==> config.mk <==
export PLATFORM = sky130hd
export DESIGN_NAME = arbiter_data_decoder
export DESIGN_NICKNAME = d
export VERILOG_FILES = /design/src/rtl/arbiter_data_decoder.sv
export SDC_FILE = /design/constraint.sdc
export NUM_CORES = 1
export LEC_CHECK = 0
export CAP_MARGIN = 10
export CORE_ASPECT_RATIO = 0.75
export CORE_UTILIZATION = 45
export DETAILED_ROUTE_END_ITERATION = 16
export GPL_ROUTABILITY_DRIVEN = 0
export PLACE_DENSITY = 0.72
export SYNTH_ARGS = -nofsm -noshare
export SYNTH_HDL_FRONTEND = slang
export SYNTH_SLANG_ARGS = --single-unit
==> constraint.sdc <==
create_clock -name clk_40MHz -period 2.42 [get_ports clk_40MHz]
set_clock_uncertainty 0.2 [all_clocks]
set_input_delay 0.484 -clock clk_40MHz [delete_from_list [all_inputs] [get_ports clk_40MHz]]
set_output_delay 0.484 -clock clk_40MHz [all_outputs]
set_load 0.05 [all_outputs]
==> src/rtl/arbiter_data_decoder.sv <==
// Decodes a 26-bit super-pixel word: Gray TOA to binary, LFSR5/LFSR8 codes to step counts.
// Latency: out_valid 2+max(kf,kt) cycles after capture (worst case 256).
// Backpressure: ready only in IDLE; the decoded word is held in OUTPUT until out_ready.
module arbiter_data_decoder #(
    parameter int W_CNT = 16
) (
    input  logic             clk_40MHz,
    input  logic             rst,
    input  logic [25:0]      arbiter_data,
    input  logic             shake_hands_last,
    output logic             shake_hands_next,
    input  logic             out_ready,
    output logic             out_valid,
    output logic [8:0]       toa_bin,
    output logic [4:0]       ftoa_bin,
    output logic [7:0]       tot_bin,
    output logic [3:0]       pix_addr,
    output logic             ftoa_err,
    output logic             tot_err,
    output logic [W_CNT-1:0] word_cnt
);

    typedef enum logic [1:0] {
        IDLE   = 2'd0,
        SEARCH = 2'd1,
        OUTPUT = 2'd2
    } state_t;

    localparam logic [4:0] LFSR5_SEED = 5'b11111;
    localparam logic [7:0] LFSR8_SEED = 8'hFF;
    // Last step index at which each field can still match before it is declared illegal.
    localparam logic [7:0] FTOA_LAST_K = 8'd30;
    localparam logic [7:0] TOT_LAST_K  = 8'd254;

    state_t state_q, state_d;

    logic [4:0]       ftoa_code_q, ftoa_code_d;
    logic [7:0]       tot_code_q,  tot_code_d;
    logic [4:0]       lfsr5_q,     lfsr5_d;
    logic [7:0]       lfsr8_q,     lfsr8_d;
    logic [7:0]       k_q,         k_d;
    logic             f_done_q,    f_done_d;
    logic             t_done_q,    t_done_d;
    logic [8:0]       toa_q,       toa_d;
    logic [4:0]       ftoa_bin_q,  ftoa_bin_d;
    logic [7:0]       tot_bin_q,   tot_bin_d;
    logic [3:0]       pix_q,       pix_d;
    logic             ftoa_err_q,  ftoa_err_d;
    logic             tot_err_q,   tot_err_d;
    logic [W_CNT-1:0] cnt_q,       cnt_d;

    logic capture;
    logic f_hit, f_timeout;
    logic t_hit, t_timeout;

    // Gray to binary: each binary bit is the XOR of all Gray bits at or above it.
    function automatic logic [8:0] gray2bin(input logic [8:0] g);
        logic [8:0] b;
        b[8] = g[8];
        for (int i = 7; i >= 0; i--) begin
            b[i] = b[i+1] ^ g[i];
        end
        return b;
    endfunction

    assign capture = (state_q == IDLE) && shake_hands_last;

    // Match and timeout detection for the current step index; a done field is frozen.
    assign f_hit     = !f_done_q && (lfsr5_q == ftoa_code_q);
    assign f_timeout = !f_done_q && !f_hit && (k_q == FTOA_LAST_K);
    assign t_hit     = !t_done_q && (lfsr8_q == tot_code_q);
    assign t_timeout = !t_done_q && !t_hit && (k_q == TOT_LAST_K);

    // Next-state and handshake outputs of the control FSM.
    always_comb begin
        state_d          = state_q;
        shake_hands_next = 1'b0;
        out_valid        = 1'b0;
        case (state_q)
            IDLE: begin
                shake_hands_next = 1'b1;
                if (shake_hands_last) begin
                    state_d = SEARCH;
                end
            end
            SEARCH: begin
                // Both fields resolved on registered flags, so exit lags resolution by one edge.
                if (f_done_q && t_done_q) begin
                    state_d = OUTPUT;
                end
            end
            OUTPUT: begin
                out_valid = 1'b1;
                if (out_ready) begin
                    state_d = IDLE;
                end
            end
            default: state_d = IDLE;
        endcase
    end

    // Datapath next-state: capture, parallel LFSR search, and delivery counting.
    always_comb begin
        ftoa_code_d = ftoa_code_q;
        tot_code_d  = tot_code_q;
        lfsr5_d     = lfsr5_q;
        lfsr8_d     = lfsr8_q;
        k_d         = k_q;
        f_done_d    = f_done_q;
        t_done_d    = t_done_q;
        toa_d       = toa_q;
        ftoa_bin_d  = ftoa_bin_q;
        tot_bin_d   = tot_bin_q;
        pix_d       = pix_q;
        ftoa_err_d  = ftoa_err_q;
        tot_err_d   = tot_err_q;
        cnt_d       = cnt_q;

        if (capture) begin
            toa_d       = gray2bin(arbiter_data[25:17]);
            ftoa_code_d = arbiter_data[16:12];
            tot_code_d  = arbiter_data[11:4];
            pix_d       = arbiter_data[3:0];
            lfsr5_d     = LFSR5_SEED;
            lfsr8_d     = LFSR8_SEED;
            k_d         = 8'd0;
            f_done_d    = 1'b0;
            t_done_d    = 1'b0;
            ftoa_bin_d  = 5'd0;
            tot_bin_d   = 8'd0;
            ftoa_err_d  = 1'b0;
            tot_err_d   = 1'b0;
        end else if (state_q == SEARCH) begin
            // Both LFSRs advance every cycle; k always equals the steps taken from the seed.
            lfsr5_d = {lfsr5_q[3:0], lfsr5_q[4] ^ lfsr5_q[2]};
            lfsr8_d = {lfsr8_q[6:0], lfsr8_q[7] ^ lfsr8_q[5] ^ lfsr8_q[4] ^ lfsr8_q[3]};
            k_d     = k_q + 8'd1;
            if (f_hit) begin
                ftoa_bin_d = k_q[4:0];
                f_done_d   = 1'b1;
            end else if (f_timeout) begin
                ftoa_bin_d = 5'd0;
                ftoa_err_d = 1'b1;
                f_done_d   = 1'b1;
            end
            if (t_hit) begin
                tot_bin_d = k_q;
                t_done_d  = 1'b1;
            end else if (t_timeout) begin
                tot_bin_d = 8'd0;
                tot_err_d = 1'b1;
                t_done_d  = 1'b1;
            end
        end else if ((state_q == OUTPUT) && out_ready) begin
            cnt_d = cnt_q + {{(W_CNT-1){1'b0}}, 1'b1};
        end
    end

    // State and datapath registers with synchronous reset that aborts any word in flight.
    always_ff @(posedge clk_40MHz) begin
        if (rst) begin
            state_q     <= IDLE;
            ftoa_code_q <= '0;
            tot_code_q  <= '0;
            lfsr5_q     <= '0;
            lfsr8_q     <= '0;
            k_q         <= '0;
            f_done_q    <= 1'b0;
            t_done_q    <= 1'b0;
            toa_q       <= '0;
            ftoa_bin_q  <= '0;
            tot_bin_q   <= '0;
            pix_q       <= '0;
            ftoa_err_q  <= 1'b0;
            tot_err_q   <= 1'b0;
            cnt_q       <= '0;
        end else begin
            state_q     <= state_d;
            ftoa_code_q <= ftoa_code_d;
            tot_code_q  <= tot_code_d;
            lfsr5_q     <= lfsr5_d;
            lfsr8_q     <= lfsr8_d;
            k_q         <= k_d;
            f_done_q    <= f_done_d;
            t_done_q    <= t_done_d;
            toa_q       <= toa_d;
            ftoa_bin_q  <= ftoa_bin_d;
            tot_bin_q   <= tot_bin_d;
            pix_q       <= pix_d;
            ftoa_err_q  <= ftoa_err_d;
            tot_err_q   <= tot_err_d;
            cnt_q       <= cnt_d;
        end
    end

    assign toa_bin  = toa_q;
    assign ftoa_bin = ftoa_bin_q;
    assign tot_bin  = tot_bin_q;
    assign pix_addr = pix_q;
    assign ftoa_err = ftoa_err_q;
    assign tot_err  = tot_err_q;
    assign word_cnt = cnt_q;

endmodule

[Word-level counts from Yosys, hierarchy flattened]
Cells that the tools add are included.
Storage, ports and cells
  flip-flop bits (word level): 82
  bits in latches: 0
  memory bits (writable): 0
  bits in read-only memories: 0
  input bits: 30
  output and inout port bits: 46
  word-level logic and storage cells: 84
  memories kept: 0
Operators by class
  add/subtract/negate cells: 2
  multipliers: 0
  div/mod/pow operators: 0
  $lt $le $gt $ge: 0
  eq/ne operators: 9
  shift operators: 0
  muxes and demuxes: 18
  bitwise gates (word level): 16
  reduce and logical (&&, ||, !) cells: 24
Operators with widths (number)
  two-way mux 8 bit: 4
  two-way mux 5 bit: 4
  adder 16 x 1 -> 16 bit, second input constant: 1
  AND reduction 3 bit: 4
  XOR 1 bit: 12
  logical AND 1 bit: 9
  adder 8 x 1 -> 8 bit, second input constant: 1
  == test 8 x 5 -> 1 bit, second input constant: 1
  == test 8 bit: 1
  == test 8 bit, second input constant: 1
  two-way mux 1 bit: 6
  two-way mux 2 bit: 3
  != test 2 bit, second input constant: 3
  one-hot mux 2 bit (3 select lines): 1
  nonzero test 2 bit: 3
  == test 5 bit: 1
  zero test 1 bit: 4
  inverter 1 bit: 4
  AND reduction 2 bit: 2
  == test 2 x 1 -> 1 bit, second input constant: 1
  == test 2 bit, second input constant: 1
  zero test 2 bit: 1
  OR reduction 2 bit: 1

[Logic depth before layout (Yosys ltp)]
  depth after elaboration: 8
  gate-level depth with buffers: 7
  depth with buffers taken out: 7

[Worst setup path after synthesis]
No wires, ideal clock.
  path type: register to register
  start point: reg state_q[0]
  end point: reg tot_bin_q[0], in the netlist tot_bin[0]
  setup time: 0.128 ns
  arrival time: 2.067 ns
  required time: 2.092 ns
  setup slack: 0.025 ns
  stages on the path, launching flop included: 7
  buffers on the path: 2
  period minus slack after synthesis: 2.395 ns
  cells stage by stage: dfxtp_1 > nor2_1 > nand2_1 > nand2b_1 > clkbuf_1 > clkbuf_1 > nor2_1
On the way
  longest elaborated chain between the ends: 3
  elaborated cells between the ends (all ways): 5
  classes of those cells: 1 x eq/ne; 4 x reduce/logical
Ends and longest elaborated chain
  from (decl): RTL line 35  | state_t state_q, state_d;
  from (signal assigned): RTL line 178  | state_q <= state_d;
  zero test 2 bit: RTL line 66  | assign capture = (state_q == IDLE) && shake_hands_last;
  logical AND 1 bit: RTL line 66
  OR reduction 2 bit (no line)
  to (signal assigned): RTL line 188  | tot_bin_q <= tot_bin_d;
  to (decl): RTL line 46  | logic [7:0] tot_bin_q, tot_bin_d;
Several ways; a longest one is shown, not always the timed one.
A chain may end at the register's enable or synchronous reset.

[Worst setup path after layout]
  start point: reg cnt_q[3], in the netlist word_cnt[3]
  end point: out word_cnt[3]
RTL lines
  from (decl): RTL line 50  | logic [W_CNT-1:0] cnt_q, cnt_d;
  from (signal assigned): RTL line 192  | cnt_q <= cnt_d;
  to (decl): RTL line 20  | output logic [W_CNT-1:0] word_cnt
No word-level cell between the ends.

==> results.toml <==
[floorplan]
ios = 76
dieArea_um2 = 8155
start_util_pct = 47.19
rows = 27
die_h_um = 78.46
die_x_um = 103.9
core_area_um2 = 7432

[synthesis]
synth_largest_area_cell = "dfxtp_1"
syn_inst = 408
synthMuxAreaShare_pct = 2.569
synth_top_area_share_pct = 46.81
yosys.area_share.simple_pct = 22.55
seq_area_frac_synth_pct = 46.81
syn_nets = 441
synth_area_leaders = "dfxtp_1 47%, nand2_1 8.3%, xor2_1 7.0%, a21oi_1 4.9%, nor2_1 4.8%"
synthAdderAreaFrac_pct = 1.070
synth_top_family_by_area = "simple AND/OR/NAND/NOR gates"
yosys_register_bits = 82
postSynthAreaPerCell_um2 = 8.596
yosysWarnings = 0
synth_compound_area_share_pct = 10.20
synthXorXnorAreaFrac_pct = 13.84
syn_area_um2 = 3507
synth_cell_types = 35

[power_and_ir_drop]
power_mw = 2.845
powerDensity_nw_per_um2 = 621.5
irDropWorstVdd_v = 0.0003366
p_leak_nw = 1.783

[detailed_routing]
wl_per_cell_um = 13.12
ant_nets = 0
vias = 2974
first_pass_iters = 5
postRouteWirelength_um = 7793
drtIter0Drc = 135
drc = 0
routed_via_density = 5.007

[sta]
hold_viol = 0
worst_slew_pin_slew_ns = 0.5851
post-route-period-util_pct = 96.03
rsz0062_at_grt = "no"
setup_viol = 0
finalMaxSlewViolations = 0
max_freq_ghz = 0.4303
slew_headroom_pct = 60.99
fin_crit_ns = 2.324

[placement]
io_buffers = 75
dpl_cell_area_um2 = 4405
placed_cells = 578
hpwlAfterDp_um = 5383

[final_layout]
seq_area_um2 = 1642
drive_gt1_share_pct = 7.911
multiInputGateArea_um2 = 1762
final_cell_area_um2 = 4578
final_cells = 594
fillers = 660
antenna_cells = 0
syn_to_final_growth_pct = 30.54
nNetsFinal = 521

[clock_tree]
post_cts_buffers = 0
path_clk_slew_ns = 0.08
htree_levels = 3
cts_max_path_buffers = 2
clockRootBuffer = "clkbuf_8"
ctsResizeCount = 0
ctsHoldBuffers = 0
cts_tree = "done"
clock_latency_ns = 0.35
clock_sinks = 82
cts_buffers = 9

[min_path]
worstHoldPathType = "register to register"

[grt]
grt_remaining_overflow = 0
grt_antenna_before_repair = 0
grt_pass1_wl_um = 13160
grt_pass1_vias = 2797
grt_max_degree = 58
gr-usage-all-layers_pct = 20.11

[worst_setup_path]
critPathBufInv = 1
path_delay_family = "buffers and inverters"
max_stage_delay_ns = 0.85
arrival_ns = 1.64
start_kind = "register"
slowest_stage = "clkdlybuf4s50_1"
cp_cell_sequence = "clkdlybuf4s50_1"
worst_ep_required_time_ns = 1.74
crit_fanout = 6
crit_path_end_kind = "output pin"
critical_path_class = "register to output pin"

[status]
status = "finished, final reports clean"

[job]
drv_cap = 0
[final cells by class]
class	count	area share, %
inverter	4	0.3280
multi-input combinational	300	38.48
sequential	82	35.86
tap	101	2.760
clock buffer	12	3.170
timing repair buffer	91	18.80
clock inverter	4	0.6013
[cell usage in the layout, fill, tap and decap left out, types with 5 or more instances in the layout]
cell and count:
a211oi_1 5, clkdlybuf4s50_1 72, nor2b_1 11, buf_4 18, mux2i_1 9, clkbuf_8 10
nand3_1 13, nand4_1 9, nand2_1 78, a21oi_1 34, xnor2_1 16, nor2_1 45
dfxtp_1 82, a31oi_1 11, o21ai_0 9, xor2_1 28
[kinds of logic (layout without fill, tap and decap cells)]
| kind of cell | Yosys count | in the layout |
|---|---|---|
| buffers and inverters | 26 | 111 |
| multiplexers | 9 | 9 |
| adder cells (fa/ha/maj) | 3 | 3 |
| XOR/XNOR | 48 | 48 |
| AO/OA/AOI/OAI | 63 | 63 |
| flip-flops | 82 | 82 |
| AND/OR/NAND/NOR | 177 | 177 |
[metal layers]
metal  routed length, um  track usage (%)  share of wire, %  vias to the layer above
li1                    -                -                 -                     1522
met1                3796            25.62                49                     1382
met2                3546            32.40                46                       63
met3                 381            7.060               4.9                        7
met4                  70            5.286              0.90                        0
met5                   0                0                 0                        -
[report_power, final]
group          leakage, nW  total (mW)  switching (mW)  internal (mW)
clock network       0.0786       0.889           0.490          0.400
registers            0.669        1.46          0.0493           1.41
logic                 1.04       0.497           0.277          0.220
total                 1.78        2.85           0.816           2.03
[stage by stage]
step	hold slack (ns)	setup slack (ns)	setup TNS, ns	utilization (%)
after floorplan	0.2478	0.02500	0	-
after global placement	0.2413	-0.08775	-0.1194	59.28
after detailed placement	0.2446	-0.1349	-0.2468	59.28
after CTS	0.2566	0.07272	0	61.60
after global routing	0.2770	0.01875	0	61.60
final	0.2548	0.09619	0	61.60
[registers in the layout, summed over array words and instances (netlist names)]
| signal | flops |
|---|---|
| state_q | 2 |
| t_done_q | 1 |
| ftoa_bin | 5 |
| lfsr8_q | 8 |
| word_cnt | 16 |
| ftoa_code_q | 5 |
| pix_addr | 4 |
| tot_err | 1 |
| lfsr5_q | 5 |
| f_done_q | 1 |
| k_q | 8 |
| ftoa_err | 1 |
| tot_bin | 8 |
| tot_code_q | 8 |
| toa_bin | 9 |
[synthesized netlist by cell type]
master     number
a221oi_1        1
and3b_1         1
buf_2           2
nor4_2          1
a21oi_2         1
nor2b_1        11
a31oi_1        11
nor2_1         45
and4_1          1
xnor2_4         1
xor2_1         28
clkbuf_1       18
dfxtp_1        82
nand2_1        78
a211oi_1        5
ha_1            3
inv_1           4
nand2b_1        2
o21ai_0         9
xnor2_1        16
xnor3_1         1
buf_4           1
nor4_1          4
mux2i_1         9
o21ba_2         1
buf_1           1
a2bb2oi_1       1
a21oi_1        34
or3_1           2
nor3_1          3
and2_1          3
xor3_2          2
nand3_1        13
nand4_1         9
and3_1          4
[final timing paths]
path / slack [ns] / end / startpoint / cells past startpoint
max reg2reg: 0.39 / ftoa_bin[2] / k_q[0] / 7
min reg2reg: 0.25 / toa_bin[4] / toa_bin[4] / 2
max: 0.1 / word_cnt[3] / word_cnt[3] / 1
min: 0.25 / toa_bin[4] / toa_bin[4] / 2
No activity file was read; power rests on OpenSTA's default activity.
